**config.mk**
```make
export PLATFORM = sky130hd
export DESIGN_NAME = mem_port_arbiter_flat
export DESIGN_NICKNAME = d
export VERILOG_FILES = /design/src/rtl/mem_port_arbiter_pkg.sv /design/src/rtl/mem_port_arbiter_if.sv /design/src/rtl/mem_port_arbiter_rr_pick.sv /design/src/rtl/mem_port_arbiter.sv /design/src/flat_wrapper.sv
export SDC_FILE = /design/constraint.sdc
export NUM_CORES = 1
export LEC_CHECK = 0
export CAP_MARGIN = 10
export CORE_MARGIN = 1
export CORE_UTILIZATION = 25
export CTS_BUF_LIST = sky130_fd_sc_hd__clkbuf_4 sky130_fd_sc_hd__clkbuf_8 sky130_fd_sc_hd__clkbuf_16
export DETAILED_ROUTE_END_ITERATION = 6
export GPL_TIMING_DRIVEN = 0
export PLACE_DENSITY = 0.67
export SYNTH_ARGS = -nofsm -noshare
export SYNTH_HDL_FRONTEND = slang
export SYNTH_SLANG_ARGS = --single-unit
```
**constraint.sdc**
```tcl
create_clock -name clk -period 3.3 [get_ports clk]
set_input_delay 0.33 -clock clk [delete_from_list [all_inputs] [get_ports clk]]
set_output_delay 0.33 -clock clk [all_outputs]
set_load 0.1 [all_outputs]
```
**src/rtl/mem_port_arbiter_pkg.sv**
```systemverilog
// Shared types and helpers for the data-memory port arbiter and its
// round-robin picker.
package mem_port_arbiter_pkg;

   typedef enum logic [1:0] {
      ARB_IDLE    = 2'd0,
      ARB_ISSUE   = 2'd1,
      ARB_CAPTURE = 2'd2,
      ARB_ERR     = 2'd3
   } arb_state_t;

   // Byte address to word address: the memory is word-addressed only.
   localparam int WORD_SHIFT = 2;

   // Width of a requester index; a single requester still needs one bit.
   function automatic int idx_width(input int n);
      return (n > 1) ? $clog2(n) : 1;
   endfunction

   // Scan distance of requester idx when the scan starts just after last.
   function automatic int rr_distance(input int idx, input int last, input int n);
      return (idx - last - 1 + n) % n;
   endfunction

endpackage

```
**src/rtl/mem_port_arbiter_if.sv**
```systemverilog
// Core-side request/acknowledge bundle of the data-memory port arbiter.
// master = the cores, slave = the arbiter.
interface mem_port_arbiter_if #(
   parameter int NUM_CORES  = 2,
   parameter int MEM_WIDTH  = 32,
   parameter int ADDR_WIDTH = 32
);
   logic [NUM_CORES-1:0]            req;
   logic [NUM_CORES-1:0]            we;
   logic [NUM_CORES*ADDR_WIDTH-1:0] addr;
   logic [NUM_CORES*MEM_WIDTH-1:0]  wdata;
   logic [NUM_CORES-1:0]            ack;
   logic [MEM_WIDTH-1:0]            rdata;
   logic                            err;

   modport master (output req, we, addr, wdata, input ack, rdata, err);
   modport slave  (input req, we, addr, wdata, output ack, rdata, err);
endinterface

```
**src/rtl/mem_port_arbiter_rr_pick.sv**
```systemverilog
// Combinational round-robin picker: finds the first requester set in the
// order last_grant+1, last_grant+2, ... modulo N.
module mem_port_arbiter_rr_pick
   import mem_port_arbiter_pkg::*;
#(
   parameter int N     = 2,
   parameter int IDX_W = idx_width(N)
) (
   input  logic [N-1:0]     req_masked,
   input  logic [IDX_W-1:0] last_grant,
   output logic             found,
   output logic [IDX_W-1:0] winner
);

   int best_dist;

   // Keep the requester with the smallest scan distance from last_grant.
   // NOTE: every output of an always_comb gets a default first; a path that skips an assignment would otherwise infer a latch.
   always_comb begin
      found     = 1'b0;
      winner    = '0;
      best_dist = N;
      for (int i = 0; i < N; i++) begin
         if (req_masked[i] && (rr_distance(i, int'(last_grant), N) < best_dist)) begin
            found     = 1'b1;
            winner    = IDX_W'(i);
            best_dist = rr_distance(i, int'(last_grant), N);
         end
      end
   end

endmodule

```
**src/rtl/mem_port_arbiter.sv**
```systemverilog
// Round-robin arbiter sharing one registered data-memory port between
// NUM_CORES requesters. Each access runs IDLE -> ISSUE -> CAPTURE (or
// IDLE -> ERR when out of range) and completes with a one-cycle ack.
module mem_port_arbiter
   import mem_port_arbiter_pkg::*;
#(
   parameter int MEM_WIDTH  = 32,
   parameter int MEM_SIZE   = 256,
   parameter int NUM_CORES  = 2,
   parameter int ADDR_WIDTH = 32
) (
   input  logic                  clk,
   input  logic                  reset,
   mem_port_arbiter_if.slave     bus,
   output logic                  busy,
   output logic [ADDR_WIDTH-1:0] mem_addr,
   output logic                  mem_read_en,
   output logic                  mem_write_en,
   output logic [MEM_WIDTH-1:0]  mem_write_val,
   input  logic [MEM_WIDTH-1:0]  mem_read_val
);

   localparam int IDX_W = idx_width(NUM_CORES);

   arb_state_t              state;
   logic [IDX_W-1:0]        last_grant;
   logic [IDX_W-1:0]        idx_q;
   logic                    we_q;

   logic [NUM_CORES-1:0]    req_masked;
   logic                    found;
   logic [IDX_W-1:0]        winner;
   logic [ADDR_WIDTH-1:0]   sel_addr;
   logic [MEM_WIDTH-1:0]    sel_wdata;
   logic                    sel_we;
   logic                    sel_in_range;

   // A core whose ack is high this cycle is still presenting the request
   // that just completed, so it sits out this arbitration round.
   assign req_masked = bus.req & ~bus.ack;

   mem_port_arbiter_rr_pick #(.N(NUM_CORES), .IDX_W(IDX_W)) u_rr_pick (
      .req_masked (req_masked),
      .last_grant (last_grant),
      .found      (found),
      .winner     (winner)
   );

   // Route the winning core's request fields to the latch inputs.
   always_comb begin
      sel_addr  = bus.addr[ADDR_WIDTH-1:0];
      sel_wdata = bus.wdata[MEM_WIDTH-1:0];
      sel_we    = bus.we[0];
      for (int i = 0; i < NUM_CORES; i++) begin
         if (winner == IDX_W'(i)) begin
            sel_addr  = bus.addr[i*ADDR_WIDTH +: ADDR_WIDTH];
            sel_wdata = bus.wdata[i*MEM_WIDTH +: MEM_WIDTH];
            sel_we    = bus.we[i];
         end
      end
   end

   // Word index must lie inside the memory; the byte offset bits are ignored.
   assign sel_in_range = (sel_addr >> WORD_SHIFT) < ADDR_WIDTH'(MEM_SIZE);

   assign busy = (state != ARB_IDLE);

   // Arbitration FSM with registered memory strobes and core responses.
   // NOTE: sequential state uses non-blocking assignments so every register samples pre-edge values regardless of statement order.
   always_ff @(posedge clk or negedge reset) begin
      if (!reset) begin
         state         <= ARB_IDLE;
         last_grant    <= IDX_W'(NUM_CORES - 1);
         idx_q         <= '0;
         we_q          <= 1'b0;
         bus.ack       <= '0;
         bus.err       <= 1'b0;
         bus.rdata     <= '0;
         mem_addr      <= '0;
         mem_read_en   <= 1'b0;
         mem_write_en  <= 1'b0;
         mem_write_val <= '0;
      end else begin
         bus.ack      <= '0;
         bus.err      <= 1'b0;
         mem_read_en  <= 1'b0;
         mem_write_en <= 1'b0;
         case (state)
            ARB_IDLE: begin
               if (found) begin
                  idx_q      <= winner;
                  last_grant <= winner;
                  we_q       <= sel_we;
                  if (sel_in_range) begin
                     // Strobes are registered, so they are high during ISSUE.
                     mem_addr      <= sel_addr;
                     mem_write_val <= sel_wdata;
                     mem_read_en   <= !sel_we;
                     mem_write_en  <= sel_we;
                     state         <= ARB_ISSUE;
                  end else begin
                     state <= ARB_ERR;
                  end
               end
            end
            ARB_ISSUE: begin
               state <= ARB_CAPTURE;
            end
            ARB_CAPTURE: begin
               bus.rdata <= we_q ? '0 : mem_read_val;
               bus.ack   <= NUM_CORES'(1) << idx_q;
               state     <= ARB_IDLE;
            end
            ARB_ERR: begin
               bus.rdata <= '0;
               bus.ack   <= NUM_CORES'(1) << idx_q;
               bus.err   <= 1'b1;
               state     <= ARB_IDLE;
            end
         endcase
      end
   end

endmodule

```
**src/flat_wrapper.sv**
```systemverilog
// flat-port wrapper written by rule: the top's interface ports become plain ports
module mem_port_arbiter_flat import mem_port_arbiter_pkg::*;
#(
   parameter int MEM_WIDTH  = 32,
   parameter int MEM_SIZE   = 256,
   parameter int NUM_CORES  = 2,
   parameter int ADDR_WIDTH = 32
)
  (clk, reset, busy, mem_addr, mem_read_en, mem_write_en, mem_write_val, mem_read_val, bus_req, bus_we, bus_addr, bus_wdata, bus_ack, bus_rdata, bus_err);
  mem_port_arbiter_if #(.NUM_CORES(NUM_CORES), .MEM_WIDTH(MEM_WIDTH), .ADDR_WIDTH(ADDR_WIDTH)) bus_i ();
  input  logic clk;
  input  logic reset;
  output logic busy;
  output logic [ADDR_WIDTH-1:0] mem_addr;
  output logic mem_read_en;
  output logic mem_write_en;
  output logic [MEM_WIDTH-1:0] mem_write_val;
  input  logic [MEM_WIDTH-1:0] mem_read_val;
  input wire logic [$bits(bus_i.req)-1:0] bus_req;
  input wire logic [$bits(bus_i.we)-1:0] bus_we;
  input wire logic [$bits(bus_i.addr)-1:0] bus_addr;
  input wire logic [$bits(bus_i.wdata)-1:0] bus_wdata;
  output wire logic [$bits(bus_i.ack)-1:0] bus_ack;
  output wire logic [$bits(bus_i.rdata)-1:0] bus_rdata;
  output wire logic [$bits(bus_i.err)-1:0] bus_err;
  assign bus_i.req = bus_req;
  assign bus_i.we = bus_we;
  assign bus_i.addr = bus_addr;
  assign bus_i.wdata = bus_wdata;
  assign bus_ack = bus_i.ack;
  assign bus_rdata = bus_i.rdata;
  assign bus_err = bus_i.err;
  mem_port_arbiter #(.MEM_WIDTH(MEM_WIDTH), .MEM_SIZE(MEM_SIZE), .NUM_CORES(NUM_CORES), .ADDR_WIDTH(ADDR_WIDTH)) u_core (.clk(clk), .reset(reset), .bus(bus_i), .busy(busy), .mem_addr(mem_addr), .mem_read_en(mem_read_en), .mem_write_en(mem_write_en), .mem_write_val(mem_write_val), .mem_read_val(mem_read_val));
endmodule
```
==> results of run 1 <==
==> routing by layer <==
layer / wire, µm / GRT usage
met1: 6137 / 0.1910
met2: 6953 / 0.2556
met3: 952 / 0.03422
met4: 261 / 0.06593
met5: 0 / 0
==> how the worst max path moves through the flow <==
| stage | startpoint | endpoint | depth (start not counted) |
|---|---|---|---|
| global route | u_core.state[0]$_DFFE_PN0P_ | busy | 3 |
| floorplan | u_core.bus.ack[0]$_DFF_PN0_ | u_core.mem_addr[23]$_DFFE_PN0P_ | 6 |
| global placement | reset | u_core.bus.rdata[1]$_DFFE_PN0N_ | 1 |
| detailed placement | bus_req[1] | u_core.mem_write_val[10]$_DFFE_PN0P_ | 7 |
| CTS | u_core.state[0]$_DFFE_PN0P_ | busy | 3 |
| finish | u_core.state[0]$_DFFE_PN0P_ | busy | 3 |
==> where the power goes <==
group	leakage (nW)	internal [mW]	switching, mW
registers	1.44	1.54	0.131
logic	1.86	0.833	2.39
clock network	0.151	0.619	0.501
total	3.46	3.00	3.02
==> logic make-up after synthesis <==
logic type	count (synthesis)	synth area share
buf+inv	67	0.07570
mux	43	0.09401
compound gates	123	0.1528
simple gates	86	0.09784
flops	106	0.5797
==> Yosys cell counts (all sizes together) <==
library cell / number / area [µm²]
nor3b: 1 / 7.510
o21ai: 36 / 180.2
o22ai: 1 / 20.02
dfrtp: 105 / 2628
nand2: 36 / 137.6
and2: 24 / 150.1
nor4: 10 / 68.81
nand4: 2 / 12.51
a21oi: 42 / 210.2
inv: 35 / 131.4
and3b: 1 / 8.760
nand4b: 1 / 8.760
buf: 19 / 166.4
mux2i: 43 / 430.4
dfstp: 1 / 26.28
o21ba: 1 / 10.01
o311ai: 1 / 16.27
a31oi: 42 / 262.8
clkbuf: 13 / 48.80
nor2b: 3 / 18.77
and3: 1 / 6.260
nor2: 6 / 22.52
nand2b: 1 / 6.260
==> through the flow <==
step	TNS (ns)	cell area, µm²	util	worst slack (ns)
4_1_cts	0	7873	0.4383	0.8688
5_1_grt	0	7873	0.4383	0.7996
3_5_place_dp	0	7562	0.4210	0.8183
3_3_place_gp	-231.47	7537	0.4196	-2.205
6_report	0	7873	0.4383	0.9036
2_1_floorplan	0	4578	-	1.132
==> flip-flops by register name, indices dropped and copies added (netlist names), 2 cells and up <==
signal                flops
u_core.bus.ack            2
u_core.state              2
u_core.bus.rdata         32
u_core.mem_addr          32
u_core.mem_write_val     32
==> final cells by class <==
cell class                      count  share of cell area
Sequential cell                   106              0.3371
Multi-Input combinational cell    252              0.2004
Inverter                           35             0.01669
Clock buffer                       10             0.03036
Tap cell                          229             0.03640
Clock inverter                      6            0.009059
Timing Repair Buffer              268              0.3427
Buffer                             32             0.02734
==> placed cells by master (no fill, tap or decap), types with 2 or more instances in the layout <==
| master | Yosys | final |
|---|---|---|
| clkdlybuf4s50_1 | 0 | 266 |
| dfrtp_1 | 105 | 105 |
| nor2b_1 | 3 | 3 |
| nand2_1 | 35 | 35 |
| a31oi_1 | 42 | 42 |
| nor4_1 | 9 | 9 |
| a21oi_1 | 42 | 42 |
| o21ai_0 | 25 | 25 |
| buf_2 | 7 | 7 |
| buf_6 | 11 | 11 |
| and2_1 | 24 | 24 |
| nor2_1 | 6 | 6 |
| inv_1 | 34 | 34 |
| clkbuf_1 | 13 | 13 |
| clkbuf_16 | 0 | 9 |
| nand4_1 | 2 | 2 |
| buf_4 | 1 | 2 |
| o21ai_1 | 11 | 11 |
| inv_6 | 0 | 2 |
| mux2i_1 | 43 | 43 |
==> impl_metrics.csv, run 1 <==
group,metric,value,unit
cells_and_area,nFillCells,1784,
cells_and_area,final_nets,870,
synthesis,register_bit_total_from_synthesis,106,
synthesis,syn_area,4578,µm²
synthesis,synthesis.yosys.warnings,0,
setup_path,end_kind,"primary output",
setup_path,worst-setup-path-type,"reg -> out",
global_route,number_of_antenna_violations_at_the_first_check_in_global_routing,0,
power,p_total,6.020,mW
timing,timing.slew.headroom,0.3102,
setup_path,regToRegSetupSlack,1.26,ns
setup_path,reg2reg_depth,6,
clocking,cts-root-buf,"clkbuf_16",
setup_path,crit_path_start_kind,"flip-flop",
cells_and_area,stdcell_count,938,
timing,skew,0.008258,ns
synthesis,synth-seq-area-share,0.5797,
clocking,clock_sinks,106,
timing,timing_worst_slew_pin_value,1.031,ns
flow_run,max_cap_violations,0,
power,pwr_density_cell,764.7,nW/µm²
timing,final_max_slew_viol_count,0,
cells_and_area,final_layout_size_suffix_gt1_frac,0.06206,
die,placeableCoreArea,17960,µm²
power,power.ir.vdd_worst,0.0007940,V
synthesis,synth_nets,591,
placement,post-place-cells,922,
timing,finalSetupViolations,0,
cells_and_area,final-seq-area,2654,µm²
route,route.detailed.vias_per_inst,4.372,
clocking,cts-hold-fix-buffers,0,
power,p_leak,3.456,nW
route,finalWirelength,14300,µm
cells_and_area,antenna-diode-count,0,
route,detail_route.drc_violations,0,
die,die_y,137.3,µm
die,io-pin-count,268,
synthesis,yosys.cell_types.count,29,
timing,layout_min_cycle_time,2.396,ns
route,detailedRoute.firstPassIterationCount,4,
global_route,global_route_wire_length_before_repair,21980,µm
setup_path,required,2.97,ns
clocking,postCtsResizedCells,0,
setup_path,cp_max_fo,4,
die,floorplan.die_area,18860,µm²
setup_path,worst_path_max_delay_cell,"clkdlybuf4s50_1",
placement,finalWeightedCongestion,0.7080,
cells_and_area,layout-area-overhead-vs-synth,71.96,%
route,antenna_violation_net_count_after_detailed_routing,0,
setup_path,timing.critical_path.buf_inv,2,
die,row_count,49,
placement,portBuffers,267,
clocking,tritoncts,"done",
clocking,clk_pin_slew_worst_paths,0.08,ns
hold_path,min_path_type,"in -> async",
global_route,grt_overflow,0,
global_route,vias_in_the_first_global_route,4183,
clocking,cts_buffers,9,
status,failed_checks,"hold timing",
timing,finalHoldViolations,2,
synthesis,avgSynthCellArea,10.77,µm²
setup_path,largest_stage_delay_on_the_critical_path,1.15,ns
setup_path,timing.rr.end,"u_core.mem_write_val[17]$_DFFE_PN0P_",
placement,detailed_place_hpwl,11070,µm
timing,post-route-period-util,0.7262,
die,initial_utilization,0.2549,
synthesis,syn_inst,425,
clocking,buffers_inserted_by_post_cts_timing_repair,0,
route,detail_route.wl_per_cell,15.25,µm
die,die_w,137.3,µm
timing,hold_slack,-0.0009458,ns
timing,fmaxAchievable,0.4173,GHz
setup_path,crit_path_cell_trace,"nor2_1 -> inv_1 -> clkdlybuf4s50_1",
clocking,clk-insertion-delay-late,0.35,ns
timing,unrepaired_setup_endpoints_after_global_routing,"false",
setup_path,cpLargestDelayFamily,"buffers and inverters",
clocking,h_tree_lvl_count,3,
global_route,grt_util_all_layers,0.1537,
route,drt-initial-drc-count,146,
setup_path,crit-reg2reg-launch,"u_core.bus.ack[1]$_DFF_PN0_",
global_route,grt_max_degree,58,
cells_and_area,multi_input_comb_area,1578,µm²
setup_path,worst-endpoint-arrival,2.07,ns
clocking,clk_path_buf_depth,2,
status,status,"complete, but fails checks",
route,via_count,4101,
No activity file was read; power rests on OpenSTA's default activity.
==> run 2, diff against run 1 <==
==> constraint.sdc (replaced) <==
create_clock -name clk -period 2.3 [get_ports clk]
set_input_delay 0.23 -clock clk [delete_from_list [all_inputs] [get_ports clk]]
set_output_delay 0.23 -clock clk [all_outputs]
set_load 0.1 [all_outputs]
==> impl_metrics.csv, run 2 (synthesized netlist as in run 1, its figures left out) <==
group,metric,value,unit
route,detailedRoute.firstPassIterationCount,4,
timing,post-route-period-util,0.9258,
setup_path,required,2.07,ns
clocking,clk_pin_slew_worst_paths,0.07,ns
placement,detailed_place_hpwl,11070,µm
setup_path,crit_path_cell_trace,"clkdlybuf4s50_1",
die,row_count,49,
die,die_w,137.3,µm
placement,place_worst_setup_slack,-0.08168,ns
placement,portBuffers,267,
cells_and_area,stdcell_count,939,
cells_and_area,final_common_cell,"clkdlybuf4s50_1",
die,placeableCoreArea,17960,µm²
route,met3_length,917,µm
timing,timing.slew.headroom,0.3125,
setup_path,crit-reg2reg-launch,"u_core.bus.ack[1]$_DFF_PN0_",
timing,unrepaired_setup_endpoints_after_global_routing,"false",
die,io-pin-count,268,
route,antenna_violation_net_count_after_detailed_routing,0,
timing,timing_worst_slew_pin_value,1.028,ns
power,power.clock.fraction,0.186,
placement,post-place-cells,922,
timing,finalHoldViolations,0,
placement,finalWeightedCongestion,0.7080,
flow_run,max_cap_violations,0,
setup_path,largest_stage_delay_on_the_critical_path,1.17,ns
route,top_layer_used,"met4",
route,drt-initial-drc-count,161,
setup_path,cpLargestDelayFamily,"buffers and inverters",
power,seqPwrFrac,0.278,
clocking,cts-root-buf,"clkbuf_16",
hold_path,min_path_type,"in -> reg",
timing,final_max_slew_viol_count,0,
setup_path,crit_path_start_kind,"flip-flop",
power,net-switching-power,4.336,mW
clocking,cts_buffers,9,
status,status,"finished clean",
cells_and_area,layout-area-overhead-vs-synth,72.15,%
die,initial_utilization,0.2549,
setup_path,cp_max_fo,3,
route,finalWirelength,14270,µm
power,power.ir.vdd_worst,0.001139,V
global_route,grt_max_degree,58,
timing,skew,0.007399,ns
power,pwr_density_cell,1095,nW/µm²
timing,totalNegativeSetupSlack,0,ns
global_route,number_of_antenna_violations_at_the_first_check_in_global_routing,0,
cells_and_area,final_layout_size_suffix_gt1_frac,0.06197,
hold_path,startpoint_of_the_tightest_hold_check_path,"mem_read_val[31]",
timing,layout_min_cycle_time,2.129,ns
power,intPower,4.291,mW
setup_path,setup.worst_path.start,"u_core.bus.ack[1]$_DFF_PN0_",
clocking,clk-insertion-delay-late,0.35,ns
global_route,grt_util_all_layers,0.1539,
cells_and_area,final_core_utilization,0.4387,
clocking,clock_sinks,106,
route,detail_route.drc_violations,0,
route,wl_met1,6146,µm
power,comb_power_share,0.536,
cells_and_area,most-common-layout-cells,"clkdlybuf4s50_1 (265), dfrtp_1 (105), mux2i_1 (43), a21oi_1 (42), a31oi_1 (42)",
route,via_count,4109,
die,floorplan.die_area,18860,µm²
setup_path,worst_path_max_delay_cell,"clkdlybuf4s50_1",
global_route,grt_overflow,0,
power,switching_share,0.5026,
setup_path,worst-setup-path-type,"reg -> out",
clocking,clk_path_buf_depth,2,
global_route,vias_in_the_first_global_route,4184,
clocking,tritoncts,"done",
route,detail_route.wl_per_cell,15.19,µm
setup_path,worst-endpoint-arrival,1.90,ns
route,route.detailed.vias_per_inst,4.376,
die,die_y,137.3,µm
route,detailroute.wirelength.met2,6946,µm
setup_path,end_kind,"primary output",
cells_and_area,antenna-diode-count,0,
timing,timing.final.ws_setup,0.1708,ns
clocking,h_tree_lvl_count,3,
cells_and_area,final_nets,871,
setup_path,timing.critical_path.buf_inv,1,
timing,finalSetupViolations,0,
global_route,global_route_wire_length_before_repair,22000,µm
timing,fmaxAchievable,0.4697,GHz
power,p_leak,3.461,nW
cells_and_area,biggestRegsByFlops,"u_core.bus.rdata (32), u_core.mem_addr (32), u_core.mem_write_val (32)",
-- run 2: cell count changes in the layout (fill, tap and decap cells not counted) --
cell | previous run | this run
dlygate4sd2_1 | 0 | 1
dlygate4sd3_1 | 0 | 1
clkdlybuf4s50_1 | 266 | 265
-- run 2: final timing paths --
check | to | slack, ns | cells after the start
worst max-delay path | bus_ack[1] | 0.17 | 1
worst min-delay path | u_core.bus.rdata[31]$_DFFE_PN0N_ | 0.41 | 3
worst max register to register | u_core.mem_write_val[17]$_DFFE_PN0P_ | 0.25 | 6
worst min register to register | u_core.bus.ack[0]$_DFF_PN0_ | 0.46 | 1
max in group asynchronous | u_core.last_grant$_DFFE_PN1P_ | 1.11 | 3
min in group asynchronous | u_core.mem_addr[24]$_DFFE_PN0P_ | 0.45 | 2
-- run 2: final cells by class --
type	instances	area, µm²
fillers	1784	10080
repair buffers	269	2706
flip-flops and latches	106	2654
multi-input cells	252	1578
well taps	229	286.5
clock buffers	10	239.0
plain buffers	32	215.2
inverters	35	131.4
clock inverters	6	71.32
-- run 2: per-layer routing --
layer  global-route usage  up-vias
li1                     -     2033
met1               0.1915     1915
met2               0.2556      145
met3              0.03422       16
met4              0.06593        0
met5                    0        -
-- run 2: timing repair --
action                     CTS  global route
buffers inserted             0             0
resized for setup            1             0
hold buffers                 1             0
hold endpoints to repair    49             0
setup endpoints to repair    1             0
-- run 2: through the flow --
stage / hold WS (ns) / power, mW / instance area [µm²]
detailed placement: 0.2976 / 7.108 / 7562
CTS: 0.3925 / 8.754 / 7881
floorplan: -0.06559 / 5.727 / 4578
finish: 0.4119 / 8.628 / 7881
global placement: 0.4488 / 7.079 / 7537
global route: 0.4232 / 9.070 / 7881
-- run 2: power groups by stage --
stage          clock network (mW)  logic, mW  registers [mW]
2_1_floorplan                   0       1.11            4.62
3_3_place_gp                    0       4.65            2.42
3_5_place_dp                    0       4.67            2.44
4_1_cts                      1.68       4.67            2.41
5_1_grt                      1.73       4.89            2.45
6_report                     1.60       4.62            2.40
